===== src/rtl/vliw_pkg.sv =====
// Shared encodings, field positions, state/class types and decode helpers
// for the two-slot VLIW bundle scheduler.
package vliw_pkg;

    localparam logic [2:0]  OP_LOAD  = 3'b000;
    localparam logic [2:0]  OP_STORE = 3'b100;
    localparam logic [15:0] NOP      = 16'h0000;

    localparam int OP_HI  = 15;
    localparam int OP_LO  = 13;
    localparam int RD_HI  = 12;
    localparam int RD_LO  = 10;
    localparam int RS1_HI = 9;
    localparam int RS1_LO = 7;
    localparam int RS2_HI = 6;
    localparam int RS2_LO = 4;

    typedef enum logic [1:0] {CLS_ARITH, CLS_LOAD, CLS_STORE} cls_e;
    typedef enum logic [1:0] {ST_IDLE, ST_HOLD, ST_STALL} state_e;

    function automatic logic [2:0] f_op(input logic [15:0] instr);
        return instr[OP_HI:OP_LO];
    endfunction

    // rd for arith/LOAD, data register for STORE
    function automatic logic [2:0] f_rd(input logic [15:0] instr);
        return instr[RD_HI:RD_LO];
    endfunction

    function automatic logic [2:0] f_rs1(input logic [15:0] instr);
        return instr[RS1_HI:RS1_LO];
    endfunction

    function automatic logic [2:0] f_rs2(input logic [15:0] instr);
        return instr[RS2_HI:RS2_LO];
    endfunction

    function automatic cls_e instr_class(input logic [15:0] instr);
        cls_e c;
        case (f_op(instr))
            OP_LOAD:  c = CLS_LOAD;
            OP_STORE: c = CLS_STORE;
            default:  c = CLS_ARITH;
        endcase
        return c;
    endfunction

    // True when the instruction consumes register r as a source operand
    function automatic logic reads_reg(input logic [15:0] instr, input logic [2:0] r);
        logic hit;
        case (instr_class(instr))
            CLS_STORE: hit = (f_rd(instr) == r);
            CLS_ARITH: hit = (f_rs1(instr) == r) || (f_rs2(instr) == r);
            default:   hit = 1'b0;
        endcase
        return hit;
    endfunction

endpackage


===== src/rtl/vliw_bundle_scheduler_pair_check.sv =====
// Combinational pairing and load-use hazard evaluation for the held
// instruction H and the incoming instruction N.
module vliw_pair_check
    import vliw_pkg::*;
(
    input  logic [15:0] h_instr,
    input  logic [15:0] n_instr,
    input  logic [2:0]  ld_rd,
    input  logic [1:0]  stall_cnt,
    output cls_e        h_cls,
    output cls_e        n_cls,
    output logic        pairable,
    output logic        h_blocked,
    output logic        n_blocked
);

    always_comb begin
        h_cls     = instr_class(h_instr);
        n_cls     = instr_class(n_instr);
        h_blocked = (stall_cnt != 2'd0) && reads_reg(h_instr, ld_rd);
        n_blocked = (stall_cnt != 2'd0) && reads_reg(n_instr, ld_rd);
        pairable  = 1'b0;
        // Only one arith plus one memory op can share a bundle.
        if (h_cls == CLS_ARITH && n_cls == CLS_STORE) begin
            pairable = (f_rd(n_instr) != f_rd(h_instr));
        end else if (h_cls == CLS_ARITH && n_cls == CLS_LOAD) begin
            pairable = (f_rd(n_instr) != f_rd(h_instr));
        end else if (h_cls == CLS_LOAD && n_cls == CLS_ARITH) begin
            pairable = (f_rs1(n_instr) != f_rd(h_instr)) &&
                       (f_rs2(n_instr) != f_rd(h_instr)) &&
                       (f_rd(n_instr)  != f_rd(h_instr));
        end else if (h_cls == CLS_STORE && n_cls == CLS_ARITH) begin
            // the store reads its data before the arith result is written
            pairable = 1'b1;
        end
    end

endmodule


===== src/rtl/vliw_bundle_scheduler.sv =====
// Packs a serial 16-bit instruction stream into {arith, memory} bundles,
// enforcing pairing rules and the load-use interlock behind a valid/ready output.
module vliw_bundle_scheduler
    import vliw_pkg::*;
#(
    parameter int PAIR_WAIT    = 2,
    parameter int LOAD_USE_GAP = 1
) (
    input  logic        clk,
    input  logic        rst_n,
    input  logic        in_valid,
    input  logic [15:0] in_instr,
    output logic        in_ready,
    input  logic        flush,
    output logic        out_valid,
    output logic [15:0] out_instr_a,
    output logic [15:0] out_instr_d,
    input  logic        out_ready,
    output logic        stat_paired
);

    localparam logic [3:0] WAIT_LAST = 4'(PAIR_WAIT - 1);
    localparam logic [1:0] GAP       = 2'(LOAD_USE_GAP);

    state_e      state_q, state_d;
    logic [15:0] hold_q, hold_d;
    logic [3:0]  wait_cnt_q, wait_cnt_d;
    logic [1:0]  stall_cnt_q, stall_cnt_d;
    logic [2:0]  ld_rd_q, ld_rd_d;
    logic        out_valid_q, out_valid_d;
    logic [15:0] out_a_q, out_a_d;
    logic [15:0] out_d_q, out_d_d;
    logic        stat_paired_q, stat_paired_d;

    cls_e        h_cls, n_cls;
    logic        pairable, h_blocked, n_blocked;
    logic        h_valid, out_free, in_is_nop, in_ready_c, take, idle_in;
    logic        hold_valid_next, issue, paired;
    logic [15:0] slot_a, slot_d;

    vliw_pair_check u_pair_check (
        .h_instr   (hold_q),
        .n_instr   (in_instr),
        .ld_rd     (ld_rd_q),
        .stall_cnt (stall_cnt_q),
        .h_cls     (h_cls),
        .n_cls     (n_cls),
        .pairable  (pairable),
        .h_blocked (h_blocked),
        .n_blocked (n_blocked)
    );

    always_comb begin
        h_valid         = (state_q != ST_IDLE);
        out_free        = !out_valid_q || out_ready;
        in_is_nop       = (in_instr == NOP);
        in_ready_c      = !h_valid || (out_free && !h_blocked && (state_q != ST_STALL));
        take            = in_valid && in_ready_c && !in_is_nop;
        idle_in         = !in_valid || (in_is_nop && in_ready_c);
        hold_d          = hold_q;
        hold_valid_next = h_valid;
        wait_cnt_d      = wait_cnt_q;
        issue           = 1'b0;
        paired          = 1'b0;
        slot_a          = NOP;
        slot_d          = NOP;

        case (state_q)
            ST_IDLE: begin
                if (take) begin
                    hold_d          = in_instr;
                    hold_valid_next = 1'b1;
                    wait_cnt_d      = 4'd0;
                end
            end
            ST_HOLD: begin
                if (take) begin
                    issue      = 1'b1;
                    wait_cnt_d = 4'd0;
                    if (pairable && !n_blocked) begin
                        paired          = 1'b1;
                        hold_valid_next = 1'b0;
                    end else begin
                        hold_d = in_instr;
                    end
                end else if (out_free && !h_blocked &&
                             (flush || (idle_in && wait_cnt_q == WAIT_LAST))) begin
                    issue           = 1'b1;
                    wait_cnt_d      = 4'd0;
                    hold_valid_next = 1'b0;
                end else if (idle_in && wait_cnt_q != WAIT_LAST) begin
                    // saturate so an expired wait issues as soon as the output frees
                    wait_cnt_d = wait_cnt_q + 4'd1;
                end
            end
            default: ;
        endcase

        if (issue) begin
            if (h_cls == CLS_ARITH) slot_a = hold_q;
            else                    slot_d = hold_q;
            if (paired) begin
                if (n_cls == CLS_ARITH) slot_a = in_instr;
                else                    slot_d = in_instr;
            end
        end

        ld_rd_d     = ld_rd_q;
        stall_cnt_d = (stall_cnt_q != 2'd0) ? stall_cnt_q - 2'd1 : 2'd0;
        if (issue && slot_d != NOP && f_op(slot_d) == OP_LOAD) begin
            ld_rd_d     = f_rd(slot_d);
            stall_cnt_d = GAP;
        end

        // STALL is entered whenever the instruction left holding must wait on the load
        if (!hold_valid_next) begin
            state_d = ST_IDLE;
        end else if (stall_cnt_d != 2'd0 && reads_reg(hold_d, ld_rd_d)) begin
            state_d = ST_STALL;
        end else begin
            state_d = ST_HOLD;
        end

        out_valid_d = out_valid_q;
        out_a_d     = out_a_q;
        out_d_d     = out_d_q;
        if (issue) begin
            out_valid_d = 1'b1;
            out_a_d     = slot_a;
            out_d_d     = slot_d;
        end else if (out_ready) begin
            out_valid_d = 1'b0;
        end
        stat_paired_d = paired;
    end

    always_ff @(posedge clk) begin
        if (!rst_n) begin
            state_q       <= ST_IDLE;
            hold_q        <= NOP;
            wait_cnt_q    <= 4'd0;
            stall_cnt_q   <= 2'd0;
            ld_rd_q       <= 3'd0;
            out_valid_q   <= 1'b0;
            out_a_q       <= NOP;
            out_d_q       <= NOP;
            stat_paired_q <= 1'b0;
        end else begin
            state_q       <= state_d;
            hold_q        <= hold_d;
            wait_cnt_q    <= wait_cnt_d;
            stall_cnt_q   <= stall_cnt_d;
            ld_rd_q       <= ld_rd_d;
            out_valid_q   <= out_valid_d;
            out_a_q       <= out_a_d;
            out_d_q       <= out_d_d;
            stat_paired_q <= stat_paired_d;
        end
    end

    assign in_ready    = in_ready_c;
    assign out_valid   = out_valid_q;
    assign out_instr_a = out_a_q;
    assign out_instr_d = out_d_q;
    assign stat_paired = stat_paired_q;

endmodule


===== config.mk =====
export PLATFORM = sky130hd
export DESIGN_NAME = vliw_bundle_scheduler
export DESIGN_NICKNAME = d
export VERILOG_FILES = /design/src/rtl/vliw_pkg.sv /design/src/rtl/vliw_bundle_scheduler_pair_check.sv /design/src/rtl/vliw_bundle_scheduler.sv
export SDC_FILE = /design/constraint.sdc
export NUM_CORES = 1
export LEC_CHECK = 0
export ABC_AREA = 0
export BUFFER_PORTS_ARGS = -buffer_cell sky130_fd_sc_hd__buf_2
export CAP_MARGIN = 10
export CORE_MARGIN = 2
export CORE_UTILIZATION = 25
export CTS_CLUSTER_SIZE = 24
export DETAILED_ROUTE_END_ITERATION = 10
export PLACE_DENSITY = 0.42
export SLEW_MARGIN = 25
export SYNTH_ARGS = -nofsm -noshare
export SYNTH_HDL_FRONTEND = slang
export SYNTH_SLANG_ARGS = --single-unit

===== constraint.sdc =====
create_clock -name clk -period 6.7 [get_ports clk]
set_input_delay 1.34 -clock clk [delete_from_list [all_inputs] [get_ports clk]]
set_output_delay 1.34 -clock clk [all_outputs]
set_load 0.005 [all_outputs]

==> results.json, run 1 <==
{
  "status": "completed",
  "clock-sinks": 61,
  "place_congestion": 0.878,
  "first_iter_violations": 253,
  "yosys_warnings": 0,
  "worstMarginPinSlew_ns": 0.967,
  "netlist_area_um2": 3510,
  "synth.distinct_cells": 64,
  "wl_per_cell_um": 18.3,
  "drt-vias-per-instance": 5.22,
  "syn_to_final_growth_pct": 20.3,
  "netSwitchingFraction_pct": 41.4,
  "fin_crit_sh_pct": 63.5,
  "rsz0062_at_grt": "no",
  "synth_cells": 427,
  "ys_ff_latch": 61,
  "yosys-top-cells-count": "nor2_1 (72), dfxtp_1 (61), nor3_1 (31)",
  "die_x_um": 123,
  "path_clk_slew_ns": 0.06,
  "htree_levels": 3,
  "p_leak_nw": 1.62,
  "drc_errors": 0,
  "drive_above_1_share_pct": 19.7,
  "grt_max_degree": 54,
  "post_cts_resized": 0,
  "finish.utilization_pct": 30.6,
  "max_slew_margin_pct": 35.5,
  "io_buffers": 55,
  "drtPass1Iterations": 5,
  "cts_root_buf": "clkbuf_16",
  "routed_wl_um": 11800,
  "placedInstanceArea_um2": 3910,
  "fmax_mhz": 235,
  "synth_area_leaders": "dfxtp_1 (35%), nor2_1 (7.7%), xnor2_1 (7.0%)",
  "p_int_w": 0.00112,
  "antenna_found_initial": 0,
  "syn_avg_cell_area_um2": 8.23,
  "cts.path.max_buffers": 2,
  "overflow": 0,
  "clock_latency_ns": 0.33,
  "crit_arrival_ns": 4.51,
  "chipHeight_um": 123,
  "power.switching_w": 0.000793,
  "synth_top_area_share_pct": 34.8,
  "r2r_setup_slack_ns": 2.90,
  "cts_buffers": 9,
  "worstPathMaxFanout": 18,
  "maxCapViolations": 0,
  "yosysSeqAreaShare_pct": 34.8,
  "syn_nets": 450,
  "synth.most_common_cell": "nor2_1",
  "hp-class": "reg -> reg",
  "holdBufCountCts": 0,
  "drv_slew": 0,
  "dp_hpwl_um": 8510,
  "synth_edf_count": 0,
  "finalInstanceArea_um2": 4230,
  "postCtsSetupRepairBufs": 0,
  "fillers": 1450,
  "die_area_um2": 15000,
  "ioPinCount": 56,
  "ant_nets": 0,
  "fin_skew_ns": 0.00789,
  "core_area_um2": 13800,
  "worstPathRequired_ns": 6.95,
  "worstSetupEndpointType": "flip-flop",
  "synth-main-ff-cell": "dfxtp_1",
  "via_count": 3376,
  "fin_nets": 485,
  "whs_ns": 0.452,
  "powerDensity_nw_per_um2": 454,
  "finalSetupTns_ns": 0,
  "antennaDiodeCount": 0,
  "critPathLaunchType": "input port",
  "ir_drop_mv": 0.131,
  "num_rows": 43,
  "synthArstFlopShare_pct": 0,
  "setup_viol": 0,
  "clkPwrFrac_pct": 25.8,
  "cts_tree": "built",
  "period_needed_ns": 4.26,
  "initial_core_util_pct": 25.4,
  "hold_viol_final": 0,
  "path_class": "in -> reg",
  "grt_pass1_vias": 3197,
  "grt_pass1_wl_um": 18300,
  "p_comb_share_pct": 44.8,
  "synth.largest_area_cell": "dfxtp_1",
  "track_usage_pct": 16.3,
  "seqPwrFrac_pct": 29.4
}
## metrics by stage
| stage | total power, W | worst slack (ns) | std cells |
|---|---|---|---|
| floorplan | 0.00116 | 2.56 | 427 |
| global placement | 0.00142 | 2.00 | 631 |
| detailed placement | 0.00143 | 2.15 | 631 |
| CTS | 0.00193 | 2.48 | 647 |
| global route | 0.00206 | 2.24 | 647 |
| finish | 0.00192 | 2.44 | 647 |
## critical path, stage by stage
cell	delay, ns
buf_2	0.12
nor2_1	0.39
nor2_1	0.11
a22oi_1	0.32
a21o_1	0.57
nor2_1	0.38
a22o_1	0.31
mux2i_2	0.34
xor2_1	0.14
o31a_1	0.27
a211oi_2	0.21
## area by class of cell
class,count,area [µm²],share of cell area (%)
Inverter,11,41.3,0.977
Multi-Input combinational cell,321,2120,50.3
Sequential cell,61,1220,28.9
Clock inverter,6,87.6,2.07
Tap cell,180,225,5.33
Clock buffer,10,229,5.42
Timing Repair Buffer,58,298,7.05
## worst paths after layout
check                  from              to  cells past startpoint
max            in_instr[13]      state_q[1]                     11
min          stall_cnt_q[0]  stall_cnt_q[1]                      2
max reg2reg      hold_q[14]      state_q[1]                     10
min reg2reg  stall_cnt_q[0]  stall_cnt_q[1]                      2
## power groups by stage
stage	sequential (W)	clock (W)	combinational, W
4_1_cts	0.000564	0.000508	0.000859
3_3_place_gp	0.000568	0	0.000852
2_1_floorplan	0.000528	0	0.000632
6_report	0.000564	0.000495	0.000859
5_1_grt	0.000578	0.000522	0.000958
3_5_place_dp	0.000571	0	0.000856
## cells by family after synthesis
| group | share of synthesized area [%] |
|---|---|
| xor gates and xnor gates | 8.73 |
| AOI/OAI and AO/OA | 22.7 |
| adders and majority gates | 0.712 |
| muxes | 4.56 |
| and+or+nand+nor | 23.0 |
| buffers and inverters | 5.49 |
| DFF | 34.8 |
## cell usage in the layout, fill, tap and decap left out, types with 5 or more instances in the layout
master,instances
nand2_1,13
a221oi_1,25
xor2_1,7
buf_2,55
nor3_1,31
nor4_1,6
o31ai_1,5
nor2_1,72
a21oi_1,10
clkbuf_16,9
nand3_1,11
a211oi_1,8
o21ai_0,10
inv_1,10
mux2i_1,12
dfxtp_1,61
xnor2_1,28
## flip-flops by register name, summed over array words and instances, names as in the netlist
| name | cells |
|---|---|
| hold_q | 16 |
| out_instr_a | 16 |
| out_instr_d | 16 |
| wait_cnt_q | 4 |
| ld_rd_q | 3 |
| stall_cnt_q | 2 |
| state_q | 2 |
| out_valid | 1 |
| stat_paired | 1 |
## per-layer routing
metal | track usage [%] | up-vias | wire [µm]
met5 | 0 | - | 0
met4 | 7.97 | 0 | 356
met3 | 2.97 | 22 | 602
met2 | 25.0 | 98 | 5250
met1 | 22.1 | 1620 | 5610
li1 | - | 1636 | -
(Power assumes the default switching activity.)
==> run 2, diff against run 1 <==
==> constraint.sdc (replaced) <==
create_clock -name clk -period 4.3 [get_ports clk]
set_input_delay 0.86 -clock clk [delete_from_list [all_inputs] [get_ports clk]]
set_output_delay 0.86 -clock clk [all_outputs]
set_load 0.005 [all_outputs]
==> run 2 against run 1 <==
Combinational power increased by 63%. Critical path depth unchanged. Worst setup slack got worse by 1.8 ns. Clock-buffer cell count increased by 1. Non-clock buffer count increased by 11. Register-to-register slack got worse by 2.1 ns. Clock power increased by 71%. Sequential cell count unchanged.
==> results.json, run 2 (synthesized netlist as in run 1, its figures left out) <==
{
  "via_count": 3370,
  "cts_buffers": 9,
  "crit_slowest_cell": "or4_4",
  "worstPathRequired_ns": 4.55,
  "fin_nets": 496,
  "cts_root_buf": "clkbuf_16",
  "grt_max_degree": 54,
  "drv_slew": 0,
  "finalInstanceArea_um2": 4330,
  "holdBufCountCts": 0,
  "clkPwrFrac_pct": 27.2,
  "drc_errors": 0,
  "status": "completed",
  "cts.path.max_buffers": 2,
  "p_leak_nw": 1.70,
  "syn_to_final_growth_pct": 23.4,
  "htree_levels": 3,
  "track_usage_pct": 16.6,
  "seqPwrFrac_pct": 27.9,
  "ant_nets": 0,
  "ioPinCount": 56,
  "overflow": 0,
  "crit_family": "simple AND/OR/NAND/NOR gates",
  "die_area_um2": 15000,
  "worstMarginPinSlew_ns": 0.968,
  "crit_path_start": "in_instr[7]",
  "path_clk_slew_ns": 0.05,
  "antennaDiodeCount": 0,
  "postCtsSetupRepairBufs": 0,
  "routed_wl_um": 11900,
  "die_x_um": 123,
  "fin_crit_sh_pct": 85.6,
  "chipHeight_um": 123,
  "netSwitchingFraction_pct": 39.7,
  "cts_tree": "built",
  "initial_core_util_pct": 25.4,
  "worstSetupEndpointType": "flip-flop",
  "min-delay-start": "stall_cnt_q[0]",
  "power.switching_w": 0.00124,
  "powerDensity_nw_per_um2": 718,
  "io_buffers": 55,
  "post_cts_resized": 0,
  "grt_pass1_wl_um": 18800,
  "worstPathMaxFanout": 12,
  "timing.critical_path.buf_inv": 1,
  "critPathLaunchType": "input port",
  "hold_viol_final": 0,
  "finalSetupTns_ns": 0,
  "dp_hpwl_um": 8750,
  "core_area_um2": 13800,
  "final_cell_mix": "nor2_1 (72), dfxtp_1 (61), buf_2 (55)",
  "mostFrequentLayoutCell": "nor2_1",
  "worstPathCellList": "buf_2 -> or4_4 -> or4_4 -> o21a_4 -> o2111ai_2 -> o311ai_1 -> nand2_2 -> mux2i_1 -> xor2_1 -> o31a_1 -> a211oi_2",
  "num_rows": 43,
  "antenna_found_initial": 0,
  "drt-vias-per-instance": 5.13,
  "rsz0062_at_grt": "no",
  "worst_slack_ns": 0.618,
  "crit_path_frequent_cell": "or4_4",
  "fmax_mhz": 272,
  "p_comb_share_pct": 45.0,
  "crit_arrival_ns": 3.93,
  "grt_pass1_vias": 3307,
  "drive_above_1_share_pct": 21.2,
  "wl_per_cell_um": 18.1,
  "worst_path_largest_cell_delay_ns": 0.54,
  "ir_drop_mv": 0.205,
  "place_congestion": 0.893,
  "preCtsSetupSlack_ns": 0.284,
  "drtPass1Iterations": 4,
  "p_int_w": 0.00188,
  "clock_latency_ns": 0.33,
  "maxCapViolations": 0,
  "fin_skew_ns": 0.00604,
  "placedInstanceArea_um2": 3990,
  "max_slew_margin_pct": 35.3,
  "setup_viol": 0,
  "period_needed_ns": 3.68,
  "hp-class": "reg -> reg",
  "clock-sinks": 61,
  "first_iter_violations": 253,
  "reg2reg_from": "ld_rd_q[2]",
  "path_class": "in -> reg"
}
[run 2: layout make-up]
| cell class | count | area, µm² |
|---|---|---|
| Fill cell | 1473 | 9490 |
| Multi-Input combinational cell | 321 | 2120 |
| Sequential cell | 61 | 1220 |
| Timing Repair Buffer | 69 | 380 |
| Clock buffer | 11 | 253 |
| Tap cell | 180 | 225 |
| Clock inverter | 4 | 95.1 |
| Inverter | 11 | 41.3 |
[run 2: power by group through the flow]
stage / registers [W] / logic, W / clock network [W]
final: 0.000867 / 0.00140 / 0.000847
after global routing: 0.000891 / 0.00156 / 0.000890
after CTS: 0.000867 / 0.00140 / 0.000860
after detailed placement: 0.000878 / 0.00140 / 0
after global placement: 0.000873 / 0.00140 / 0
after floorplan: 0.000823 / 0.000985 / 0
[run 2: per-layer routing]
layer  vias up  share of wire [%]  global-route usage [%]
met2        86                 45                    25.7
met3        18                4.7                    3.07
met1      1619                 48                    23.0
li1       1647                  -                       -
met5         -                  0                       0
met4         0                2.3                    5.96
[run 2: through the flow]
step	hold slack (ns)	util [%]	power, W	cells
CTS	0.441	31.3	0.00313	657
global placement	0.433	28.8	0.00227	642
finish	0.441	31.3	0.00311	657
detailed placement	0.434	28.8	0.00228	642
global route	0.475	31.3	0.00334	657
floorplan	0.418	-	0.00181	427
[run 2: worst paths after layout]
kind	end	slack, ns	depth (start not counted)
setup reg to reg	state_q[1]	0.77	10
hold reg to reg	stall_cnt_q[1]	0.44	2
hold / removal	stall_cnt_q[1]	0.44	2
setup / recovery	state_q[1]	0.62	11
[run 2: tightest hold or removal path, stage by stage (launching register included)]
cell,delay [ns]
dfxtp_1,0.31
nand2_1,0.05
nor2_1,0.03
==> run 3, diff against run 2 <==
--- a/config.mk
+++ b/config.mk
@@ -8,12 +8,12 @@
 export ABC_AREA = 0
 export BUFFER_PORTS_ARGS = -buffer_cell sky130_fd_sc_hd__buf_2
 export CAP_MARGIN = 10
+export CORE_ASPECT_RATIO = 1.5
 export CORE_MARGIN = 2
 export CORE_UTILIZATION = 25
 export CTS_CLUSTER_SIZE = 24
 export DETAILED_ROUTE_END_ITERATION = 10
 export PLACE_DENSITY = 0.42
-export SLEW_MARGIN = 25
 export SYNTH_ARGS = -nofsm -noshare
 export SYNTH_HDL_FRONTEND = slang
 export SYNTH_SLANG_ARGS = --single-unit
==> run 3 against run 2 <==
Worst hold slack got worse by 0.0035 ns. Sequential cell count unchanged. Clock power decreased by 27%. Global-route usage increased by 0.39 points. Non-clock buffer count unchanged. Final area decreased by 2.7%. Largest power group unchanged.
==> results.json, run 3 (synthesized netlist as in run 1, its figures left out) <==
{
  "ioPinCount": 56,
  "crit_family": "simple AND/OR/NAND/NOR gates",
  "period_needed_ns": 3.63,
  "drive_above_1_share_pct": 20.6,
  "dp_hpwl_um": 9440,
  "crit_arrival_ns": 3.89,
  "worstPathMaxFanout": 10,
  "die_area_um2": 15000,
  "grt_pass1_wl_um": 19300,
  "first_iter_violations": 189,
  "worstSetupEndpointType": "flip-flop",
  "stdcell_count": 641,
  "syn_to_final_growth_pct": 20.0,
  "fmax_mhz": 276,
  "die_x_um": 101,
  "hold_end": "stall_cnt_q[1]",
  "fin_crit_sh_pct": 84.4,
  "postCtsSetupRepairBufs": 0,
  "timing.critical_path.buf_inv": 2,
  "reg2reg_from": "ld_rd_q[1]",
  "holdBufCountCts": 0,
  "status": "completed",
  "cts_tree": "built",
  "worst_path_largest_cell_delay_ns": 0.53,
  "critPathLaunchType": "input port",
  "hold_viol_final": 0,
  "ir_drop_mv": 0.213,
  "final_cell_mix": "nor2_1 (72), dfxtp_1 (61), buf_2 (55)",
  "hold_depth": 2,
  "htree_levels": 3,
  "cts.path.max_buffers": 2,
  "clock-sinks": 61,
  "finalSetupTns_ns": 0,
  "ant_nets": 0,
  "min-delay-start": "stall_cnt_q[0]",
  "post_cts_resized": 0,
  "drtPass1Iterations": 5,
  "crit_slowest_cell": "or4_4",
  "hp-class": "reg -> reg",
  "drv_slew": 0,
  "antennaDiodeCount": 0,
  "worstMarginPinSlew_ns": 0.961,
  "drt-vias-per-instance": 5.31,
  "worstPathRequired_ns": 4.56,
  "p_leak_nw": 1.65,
  "track_usage_pct": 17.0,
  "r2r-end": "state_q[0]",
  "overflow": 0,
  "core_area_um2": 13900,
  "mostFrequentLayoutCell": "nor2_1",
  "powerDensity_nw_per_um2": 688,
  "cts_buffers": 9,
  "io_buffers": 55,
  "setup_viol": 0,
  "max_slew_margin_pct": 35.4,
  "rsz0062_at_grt": "no",
  "worstPathCellList": "buf_2 -> or4_4 -> or4_4 -> o21a_4 -> o211a_2 -> o21ai_1 -> buf_4 -> mux2i_1 -> xnor2_1 -> o22ai_1 -> a41oi_1 -> o2bb2ai_1",
  "maxCapViolations": 0,
  "antenna_found_initial": 0,
  "path_clk_slew_ns": 0.05,
  "grt_max_degree": 54,
  "grt_pass1_vias": 3383,
  "wl_per_cell_um": 19.3,
  "via_count": 3402,
  "fin_nets": 496,
  "cts_root_buf": "clkbuf_16",
  "reg2regPathDepth": 11,
  "initial_core_util_pct": 25.3,
  "routed_wl_um": 12400,
  "clock_latency_ns": 0.33,
  "chipHeight_um": 149,
  "path_class": "in -> reg",
  "r2r_setup_slack_ns": 0.79,
  "num_rows": 53,
  "fin_skew_ns": 0.00822,
  "crit_path_frequent_cell": "or4_4",
  "drc_errors": 0,
  "place_congestion": 0.929,
  "dpl.cell_count": 627
}
==> run 3: cell count changes in the layout (fill, tap and decap cells not counted), sizes merged <==
cell    previous run  this run
bufinv             3         0
clkinv             1         3
==> run 3: worst max path at each step <==
| stage | to | cells past startpoint | slack (ns) | startpoint |
|---|---|---|---|---|
| finish | state_q[0] | 12 | 0.67 | in_instr[7] |
| detailed placement | state_q[1] | 12 | 0.37 | in_instr[7] |
| global route | state_q[1] | 12 | 0.48 | in_instr[13] |
| floorplan | state_q[1] | 12 | 0.64 | in_instr[7] |
| global placement | state_q[1] | 12 | 0.34 | in_instr[7] |
| CTS | state_q[1] | 12 | 0.69 | in_instr[7] |
==> run 3: metrics by stage <==
| step | setup WS, ns | power [W] | cell area [µm²] | hold slack, ns | util (%) |
|---|---|---|---|---|---|
| 2_1_floorplan | 0.641 | 0.00181 | 3510 | 0.418 | - |
| 3_3_place_gp | 0.343 | 0.00229 | 3970 | 0.427 | 28.6 |
| 3_5_place_dp | 0.367 | 0.00230 | 3970 | 0.436 | 28.6 |
| 4_1_cts | 0.691 | 0.00293 | 4210 | 0.439 | 30.4 |
| 5_1_grt | 0.483 | 0.00312 | 4210 | 0.477 | 30.4 |
| 6_report | 0.672 | 0.00290 | 4210 | 0.437 | 30.4 |
==> run 3: report_power, final <==
| part | switching [W] | internal (W) | total (W) |
|---|---|---|---|
| combinational | 0.000825 | 0.000573 | 0.00140 |
| sequential | 0.000163 | 0.000718 | 0.000881 |
| clock | 0.000240 | 0.000379 | 0.000619 |
==> run 3: area by class of cell <==
class / count / area, µm²
inverters: 11 / 41.3
clock buffers: 11 / 233
flip-flops and latches: 61 / 1220
well taps: 165 / 206
fillers: 1525 / 9650
multi-input cells: 321 / 2120
clock inverters: 3 / 15.0
repair buffers: 69 / 380
==> run 3: routing by layer <==
| layer | GRT usage [%] | share of wire (%) | vias up | wire [µm] |
|---|---|---|---|---|
| li1 | - | - | 1652 | - |
| met1 | 19.3 | 40 | 1642 | 4980 |
| met2 | 30.4 | 54 | 87 | 6620 |
| met3 | 2.30 | 2.9 | 21 | 358 |
| met4 | 8.63 | 3.2 | 0 | 391 |
| met5 | 0 | 0 | - | 0 |
==> run 3: worst min-delay path, delay by kind of cell (launching register included) <==
kind          cells  cell delay (ns)
flops             1             0.31
simple gates      2             0.08
